$ cat config.mk
export PLATFORM = sky130hd
export DESIGN_NAME = rca_multiword_adder
export DESIGN_NICKNAME = d
export VERILOG_FILES = /design/src/rtl/rca_multiword_adder_pkg.sv /design/src/rtl/RCA_4bit.sv /design/src/rtl/rca_multiword_adder.sv
export SDC_FILE = /design/constraint.sdc
export NUM_CORES = 1
export LEC_CHECK = 0
export ABC_AREA = 1
export BUFFER_PORTS_ARGS = -buffer_cell sky130_fd_sc_hd__buf_2
export CAP_MARGIN = 30
export CORE_MARGIN = 2
export CORE_UTILIZATION = 48
export CTS_BUF_LIST = sky130_fd_sc_hd__clkbuf_16
export CTS_CLUSTER_DIAMETER = 100
export DETAILED_ROUTE_END_ITERATION = 6
export PLACE_DENSITY = 0.7
export SLEW_MARGIN = 20
export SYNTH_ARGS = -nofsm -noshare
export SYNTH_HDL_FRONTEND = slang
export SYNTH_HIERARCHICAL = 1
export SYNTH_SLANG_ARGS = --single-unit
$ cat constraint.sdc
create_clock -name clk -period 7.3 [get_ports clk]
set_input_delay 1.46 -clock clk [delete_from_list [all_inputs] [get_ports clk]]
set_output_delay 1.46 -clock clk [all_outputs]
set_load 0.02 [all_outputs]
$ cat src/rtl/rca_multiword_adder_pkg.sv
// rtl/rca_multiword_adder_pkg.sv - shared constants and state type for the multiword adder
package rca_multiword_adder_pkg;

  localparam int NIBBLE_W = 4;

  typedef enum logic [1:0] {
    IDLE = 2'd0,
    RUN  = 2'd1,
    DONE = 2'd2
  } state_e;

endpackage

$ cat src/rtl/RCA_4bit.sv
// rtl/RCA_4bit.sv - 4-bit ripple-carry adder slice
module RCA_4bit
  import rca_multiword_adder_pkg::*;
(
  input  logic [NIBBLE_W-1:0] a,
  input  logic [NIBBLE_W-1:0] b,
  input  logic                cin,
  output logic [NIBBLE_W-1:0] sum,
  output logic                cout
);

  logic [NIBBLE_W:0] c;

  always_comb begin
    c = '0;
    sum = '0;
    c[0] = cin;
    for (int i = 0; i < NIBBLE_W; i++) begin
      sum[i]   = a[i] ^ b[i] ^ c[i];
      c[i + 1] = (a[i] & b[i]) | (c[i] & (a[i] ^ b[i]));
    end
    cout = c[NIBBLE_W];
  end

endmodule

$ cat src/rtl/rca_multiword_adder.sv
// rtl/rca_multiword_adder.sv - WIDTH-bit adder, one nibble per cycle; RCA_MULTIWORD_OVF_EN adds ovf output
module rca_multiword_adder
  import rca_multiword_adder_pkg::*;
#(
  parameter int WIDTH = 16
) (
  input  logic             clk,
  input  logic             rst,
  input  logic             in_valid,
  output logic             in_ready,
  input  logic [WIDTH-1:0] a,
  input  logic [WIDTH-1:0] b,
  input  logic             cin,
  output logic             out_valid,
  input  logic             out_ready,
  output logic [WIDTH-1:0] sum,
  output logic             cout
`ifdef RCA_MULTIWORD_OVF_EN
  ,
  output logic             ovf
`endif
);

  localparam int NIBBLES = WIDTH / NIBBLE_W;
  localparam int IDX_W = (NIBBLES > 1) ? $clog2(NIBBLES) : 1;
  localparam logic [IDX_W-1:0] LAST_IDX = IDX_W'(NIBBLES - 1);

  state_e              state_q;
  logic [WIDTH-1:0]    a_q, b_q, sum_q;
  logic                carry_q, cout_q;
  logic [IDX_W-1:0]    idx_q;
  logic [NIBBLE_W-1:0] a_nib, b_nib, sum_nib;
  logic                carry_d;

  assign a_nib = a_q[NIBBLE_W*int'(idx_q) +: NIBBLE_W];
  assign b_nib = b_q[NIBBLE_W*int'(idx_q) +: NIBBLE_W];

  RCA_4bit u_slice (
    .a   (a_nib),
    .b   (b_nib),
    .cin (carry_q),
    .sum (sum_nib),
    .cout(carry_d)
  );

`ifdef RCA_MULTIWORD_OVF_EN
  logic ovf_q;
  assign ovf = ovf_q;
`endif

  always_ff @(posedge clk or posedge rst) begin
    if (rst) begin
      state_q <= IDLE;
      a_q     <= '0;
      b_q     <= '0;
      sum_q   <= '0;
      carry_q <= 1'b0;
      cout_q  <= 1'b0;
      idx_q   <= '0;
`ifdef RCA_MULTIWORD_OVF_EN
      ovf_q   <= 1'b0;
`endif
    end else begin
      case (state_q)
        IDLE: begin
          if (in_valid) begin
            a_q     <= a;
            b_q     <= b;
            carry_q <= cin;
            idx_q   <= '0;
            state_q <= RUN;
          end
        end
        RUN: begin
          sum_q[NIBBLE_W*int'(idx_q) +: NIBBLE_W] <= sum_nib;
          carry_q <= carry_d;
          idx_q   <= idx_q + 1'b1;
          if (idx_q == LAST_IDX) begin
            cout_q  <= carry_d;
`ifdef RCA_MULTIWORD_OVF_EN
            // carry into the MSB differs from carry out of it
            ovf_q   <= (a_q[WIDTH-1] ^ b_q[WIDTH-1] ^ sum_nib[NIBBLE_W-1]) ^ carry_d;
`endif
            state_q <= DONE;
          end
        end
        DONE: begin
          if (out_ready) state_q <= IDLE;
        end
        default: state_q <= IDLE;
      endcase
    end
  end

  assign in_ready  = (state_q == IDLE);
  assign out_valid = (state_q == DONE);
  assign sum       = sum_q;
  assign cout      = cout_q;

endmodule

======== Word level (Yosys, flattened, before mapping) ========
Cells that the tools add are included.
W data, S select, Z words.
word-level totals
  logic and storage cells ................. 54
  output and inout port bits .............. 19
  input port bits ......................... 37
  flip-flop bits (word level) ............. 54
cells by class
  bitwise logic cells ..................... 20
  shift-type cells ........................ 4
  reductions and logical operators ........ 6
  mux-type cells .......................... 9
  $add $sub $neg .......................... 2
  equality and inequality tests ........... 6
operators with widths
  operator                   number
  $neg A4 Y33                1
  $shift A4 B33 Y16 const A  1
  $shiftx A4 B33 Y16         1
  $shiftx A16 B5 Y4          2
  $bwmux W16                 1
  $and A1 B1 Y1              8
  $mux W2                    4
  $xor A1 B1 Y1              8
  $pmux W2 S3                1
  $reduce_and A2 Y1          3
  $eq A2 B2 Y1 const B       2
  $ne A2 B2 Y1 const B       2
  $or A1 B1 Y1               4
  $pmux W2 S2                1
  $reduce_and A3 Y1          1
  $add A2 B1 Y2 const B      1
  $eq A2 B1 Y1 const B       1
  $logic_not A2 Y1           1
  $ne A2 B1 Y1 const B       1
  $pmux W1 S2                1
  $reduce_bool A2 Y1         1
  $mux W1                    1

======== Depth between registers and ports, before layout ========
  depth in word-level cells ............... 11
  mapped depth ............................ 18
  depth with buffers taken out ............ 17

======== Hierarchy ========
Netlist, hierarchy kept.
modules (own cells, without submodules)
  module               instances  seq. area each (um^2)  cells each  area an instance (um^2)
  rca_multiword_adder  1          1,351.3                311         2,607.5
  RCA_4bit             1          0.0                    14          117.6

======== Worst setup path after synthesis ========
OpenSTA, ideal clock, no wires.
  path type ............................... flip-flop to flip-flop
  start point ............................. reg idx_q[0]
  end point ............................... reg sum_q[15], in the netlist sum[15]
  clock period less this slack ............ 2.839 ns
  path buffers ............................ 1
  stages on the path, launching flop included .. 17
  data required time ...................... 7.235 ns
  slack ................................... 4.461 ns
  arrival ................................. 2.774 ns
  cells stage by stage .................... dfrtp_1 inv_2 buf_2 o211ai_1 nand2_1 fa_1 inv_1 fa_1 inv_1 fa_1 inv_1 fa_1 inv_1 inv_1 nor3_2 nand2_1 nand2_1
on the way
  longest elaborated chain between the ends .. 11
  elaborated cells on any way between the ends .. 23
RTL lines
  item                           line                       text
  start, declared                rca_multiword_adder.sv:31  logic [IDX_W-1:0] idx_q;
  start signal, assigned         rca_multiword_adder.sv:77  idx_q <= idx_q + 1'b1;
  $shiftx A16 B5 Y4 (*)          rca_multiword_adder.sv:35  assign a_nib = a_q[NIBBLE_W*int'(idx_q) +: NIBBLE_W];
  net a_nib[0]                   rca_multiword_adder.sv:32  logic [NIBBLE_W-1:0] a_nib, b_nib, sum_nib;
  $xor A1 B1 Y1                  RCA_4bit.sv:20             c[i + 1] = (a[i] & b[i]) | (c[i] & (a[i] ^ b[i]));
  $and A1 B1 Y1                  RCA_4bit.sv:20
  $or A1 B1 Y1 (*)               RCA_4bit.sv:20
  $and A1 B1 Y1 (*)              RCA_4bit.sv:20
  $or A1 B1 Y1 (*)               RCA_4bit.sv:20
  $and A1 B1 Y1 (*)              RCA_4bit.sv:20
  $or A1 B1 Y1 (*)               RCA_4bit.sv:20
  $xor A1 B1 Y1 (*)              RCA_4bit.sv:19             sum[i] = a[i] ^ b[i] ^ c[i];
  net sum_nib[3]                 rca_multiword_adder.sv:32
  $shiftx A4 B33 Y16 (*)         rca_multiword_adder.sv:75  sum_q[NIBBLE_W*int'(idx_q) +: NIBBLE_W] <= sum_nib;
  $bwmux W16 (*)                 rca_multiword_adder.sv:75
  end signal, assigned by index  rca_multiword_adder.sv:75
  end, declared                  rca_multiword_adder.sv:29  logic [WIDTH-1:0] a_q, b_q, sum_q;
Mark *: on every way through the listed nets, which the timed path passes. The rest lies on a longest branch.
A chain may end at the register's enable or synchronous reset.

======== Worst setup path in the final report ========
Ends and elaborated chain as after synthesis.

==> flow_metrics.py <==
metrics = {
    "critical_path": {
        "critPathMaxFanout": 36,
        "critical_path_class": "flop to flop",
        "rrSetupSlack_ns": 3.99,
        "start_kind": "flop",
        "end_kind": "flop",
        "crit_top_cell": "inv_1",
        "worstPathCellList": "inv_2 > nand2_1 > o211ai_1 > nand2_1 > fa_1 > inv_1 > fa_1 > inv_1 > fa_1 > inv_1 > fa_1 > inv_1 > inv_1 > nor3_2 > nand2_1 > nand2_1",
        "cp.required_ns": 7.53,
        "slowest_delay_ns": 0.47,
        "critical_path_arrival_ns": 3.54,
        "cp_slowest_cell": "dfrtp_1",
    },
    "routing": {
        "drc_errors": 0,
        "drt_iter0_drc": 95,
        "postRouteAntennaNets": 0,
        "wl_per_cell_um": 12.5,
        "finalWirelength_um": 5590,
        "vias": 2202,
        "drt_pass1_iterations": 4,
        "routed_via_density": 4.94,
    },
    "global_routing": {
        "grt_pass1_wl_um": 9730,
        "antenna_found_initial": 0,
        "grt_util_all_layers_pct": 19.8,
        "grt_pass1_vias": 2179,
        "grt-ovfl-total": 0,
        "grt_max_degree": 55,
    },
    "logic_synthesis": {
        "syn_inst": 325,
        "netlist_top_cells_count": "127 x nand2_1, 54 x dfrtp_1, 30 x inv_1, 26 x nand3_1, 19 x nor2_1",
        "synth_compound_area_share_pct": 8.17,
        "synth_top_family_by_area": "simple AND/OR/NAND/NOR gates",
        "synth_most_common_cell": "nand2_1",
        "synth.distinct_cells": 21,
        "synth_ff_type": "dfrtp_1",
        "synth_xor_area_share_pct": 0,
        "yosysWarningCount": 6,
        "synth_area_mm2": 0.00273,
        "synthMuxAreaShare_pct": 0,
        "ys_seq_area_share_pct": 49.6,
        "synth-async-reset-ratio_pct": 100,
        "synth-seq-cells": 54,
        "synth_top_area_share_pct": 49.6,
        "synthSimpleGateAreaFrac_pct": 29.0,
        "yosysTopAreaCell": "dfrtp_1",
        "syn-num-nets": 371,
        "synth_area_per_cell_um2": 8.38,
        "ys_top_cells_by_area": "dfrtp_1 50%, nand2_1 17%, nand3_1 4.8%",
        "synth_adder_area_share_pct": 5.23,
        "synth-edff-count": 0,
    },
    "sta": {
        "fin_worst_skew_ns": 0.00493,
        "fin_crit_ns": 3.31,
        "fmax_mhz": 302,
        "slew_viol_final": 0,
        "slew_headroom_pct": 54.8,
        "setup_violations": 0,
        "finalSetupTns_ns": 0,
        "rsz0062_at_grt": "no",
        "tightest_slew_ns": 0.678,
        "hold_violations": 0,
        "min_period_over_period_pct": 45.3,
    },
    "floorplan": {
        "die_h_um": 79.3,
        "coreArea_mm2": 0.00551,
        "rows": 27,
        "die-area_mm2": 0.00630,
        "boundaryPins": 56,
        "start_util_pct": 49.5,
        "die_w_um": 79.3,
    },
    "clock_network": {
        "cts_buffers": 5,
        "path_clk_slew_ns": 0.07,
        "clock_latency_ns": 0.29,
        "ctsHoldBuffers": 0,
        "ctsHtreeMaxLevel": 2,
        "ctsLongestPathBuffers": 2,
        "ctsResizeCount": 0,
        "cts-root-buf": "clkbuf_16",
        "post_cts_buffers": 0,
        "clock-sinks": 54,
        "tritoncts": "built",
    },
    "final_layout": {
        "diodes": 0,
        "area.growth.synth_to_final_pct": 16.1,
        "drive_above_1_share_pct": 20.1,
        "n_fill_cell": 509,
        "nets": 419,
    },
    "placed_design": {
        "place.gp.congestion": 0.859,
        "numPortBuffers": 55,
        "place_hpwl_um": 3890,
    },
    "worst_hold_path": {
        "hold_path.class": "flop to flop",
    },
    "power": {
        "ir_drop_mv": 0.195,
        "power_leakage_nw": 1.78,
        "p_per_area_mw_per_mm2": 497,
        "power.total_w": 0.00157,
    },
    "job": {
        "cap_violations": 0,
    },
    "outcome": {
        "outcome": "complete, no violations",
    },
}
final cells by class:
class                      count  area (um^2)  share of cell area (%)
inverter                      32          123                    3.88
clock inverter                 3         37.5                    1.19
multi-input combinational    224         1150                    36.5
timing repair buffer          56          283                    8.94
sequential                    54         1350                    42.7
tap                           72         90.1                    2.85
clock buffer                   5          125                    3.95
per-layer routing:
metal	up-vias	global-route usage (%)	part of all wire (%)
met5	-	0	0
met4	0	7.59	2.1
met3	12	4.20	3.3
met2	48	32.6	47
met1	1023	25.5	47
li1	1119	-	-
registers in the layout, indices dropped and copies added (netlist names):
| register | flops |
|---|---|
| a_q | 16 |
| b_q | 16 |
| carry_q | 1 |
| cout | 1 |
| idx_q | 2 |
| state_q | 2 |
| sum | 16 |
stage by stage:
step                instance area (um^2)  utilization [%]  setup WS (ns)  instances  hold slack [ns]
floorplan                           2730                -           4.46        325            0.437
detailed placement                  3000             54.5           4.03        438            0.459
global route                        3160             57.5           3.72        446            0.492
finish                              3160             57.5           3.99        446            0.476
global placement                    3000             54.5           4.13        438            0.457
CTS                                 3160             57.5           4.00        446            0.476
cells by family after synthesis:
| family | Yosys count |
|---|---|
| fa+ha+maj | 9 |
| flops | 54 |
| buf+inv | 47 |
| simple gates | 182 |
| compound gates | 33 |
power by group:
| part | internal [W] | total [W] | leakage (nW) | switching, W |
|---|---|---|---|---|
| clock | 0.000160 | 0.000264 | 0.0864 | 0.000105 |
| combinational | 0.000271 | 0.000784 | 1.02 | 0.000513 |
| sequential | 0.000432 | 0.000525 | 0.675 | 0.0000934 |
cell usage in the layout (no fill, tap or decap), types with 5 or more instances in the layout:
| cell | n |
|---|---|
| buf_2 | 55 |
| clkbuf_16 | 5 |
| dfrtp_1 | 54 |
| ha_1 | 5 |
| inv_1 | 31 |
| nand2_1 | 127 |
| nand3_1 | 26 |
| nor2_1 | 19 |
| o211ai_1 | 11 |
| o21a_1 | 11 |
| o21ai_0 | 10 |
final timing paths:
kind / end / depth (start not counted) / startpoint
worst max-delay path: sum[15] / 16 / idx_q[0]
worst min-delay path: a_q[14] / 2 / a_q[14]
worst max register to register: sum[15] / 16 / idx_q[0]
worst min register to register: a_q[14] / 2 / a_q[14]
max in group asynchronous: carry_q / 3 / rst
min in group asynchronous: a_q[2] / 3 / rst
worst max-delay path: cells and delay by family (launching register included):
kind	cells	cell delay (ns)
AOI/OAI and AO/OA	1	0.10
adders and majority gates	4	1.32
buffers and inverters	6	0.83
DFF	1	0.47
and+or+nand+nor	5	0.52
No activity file was read; power rests on OpenSTA's default activity.
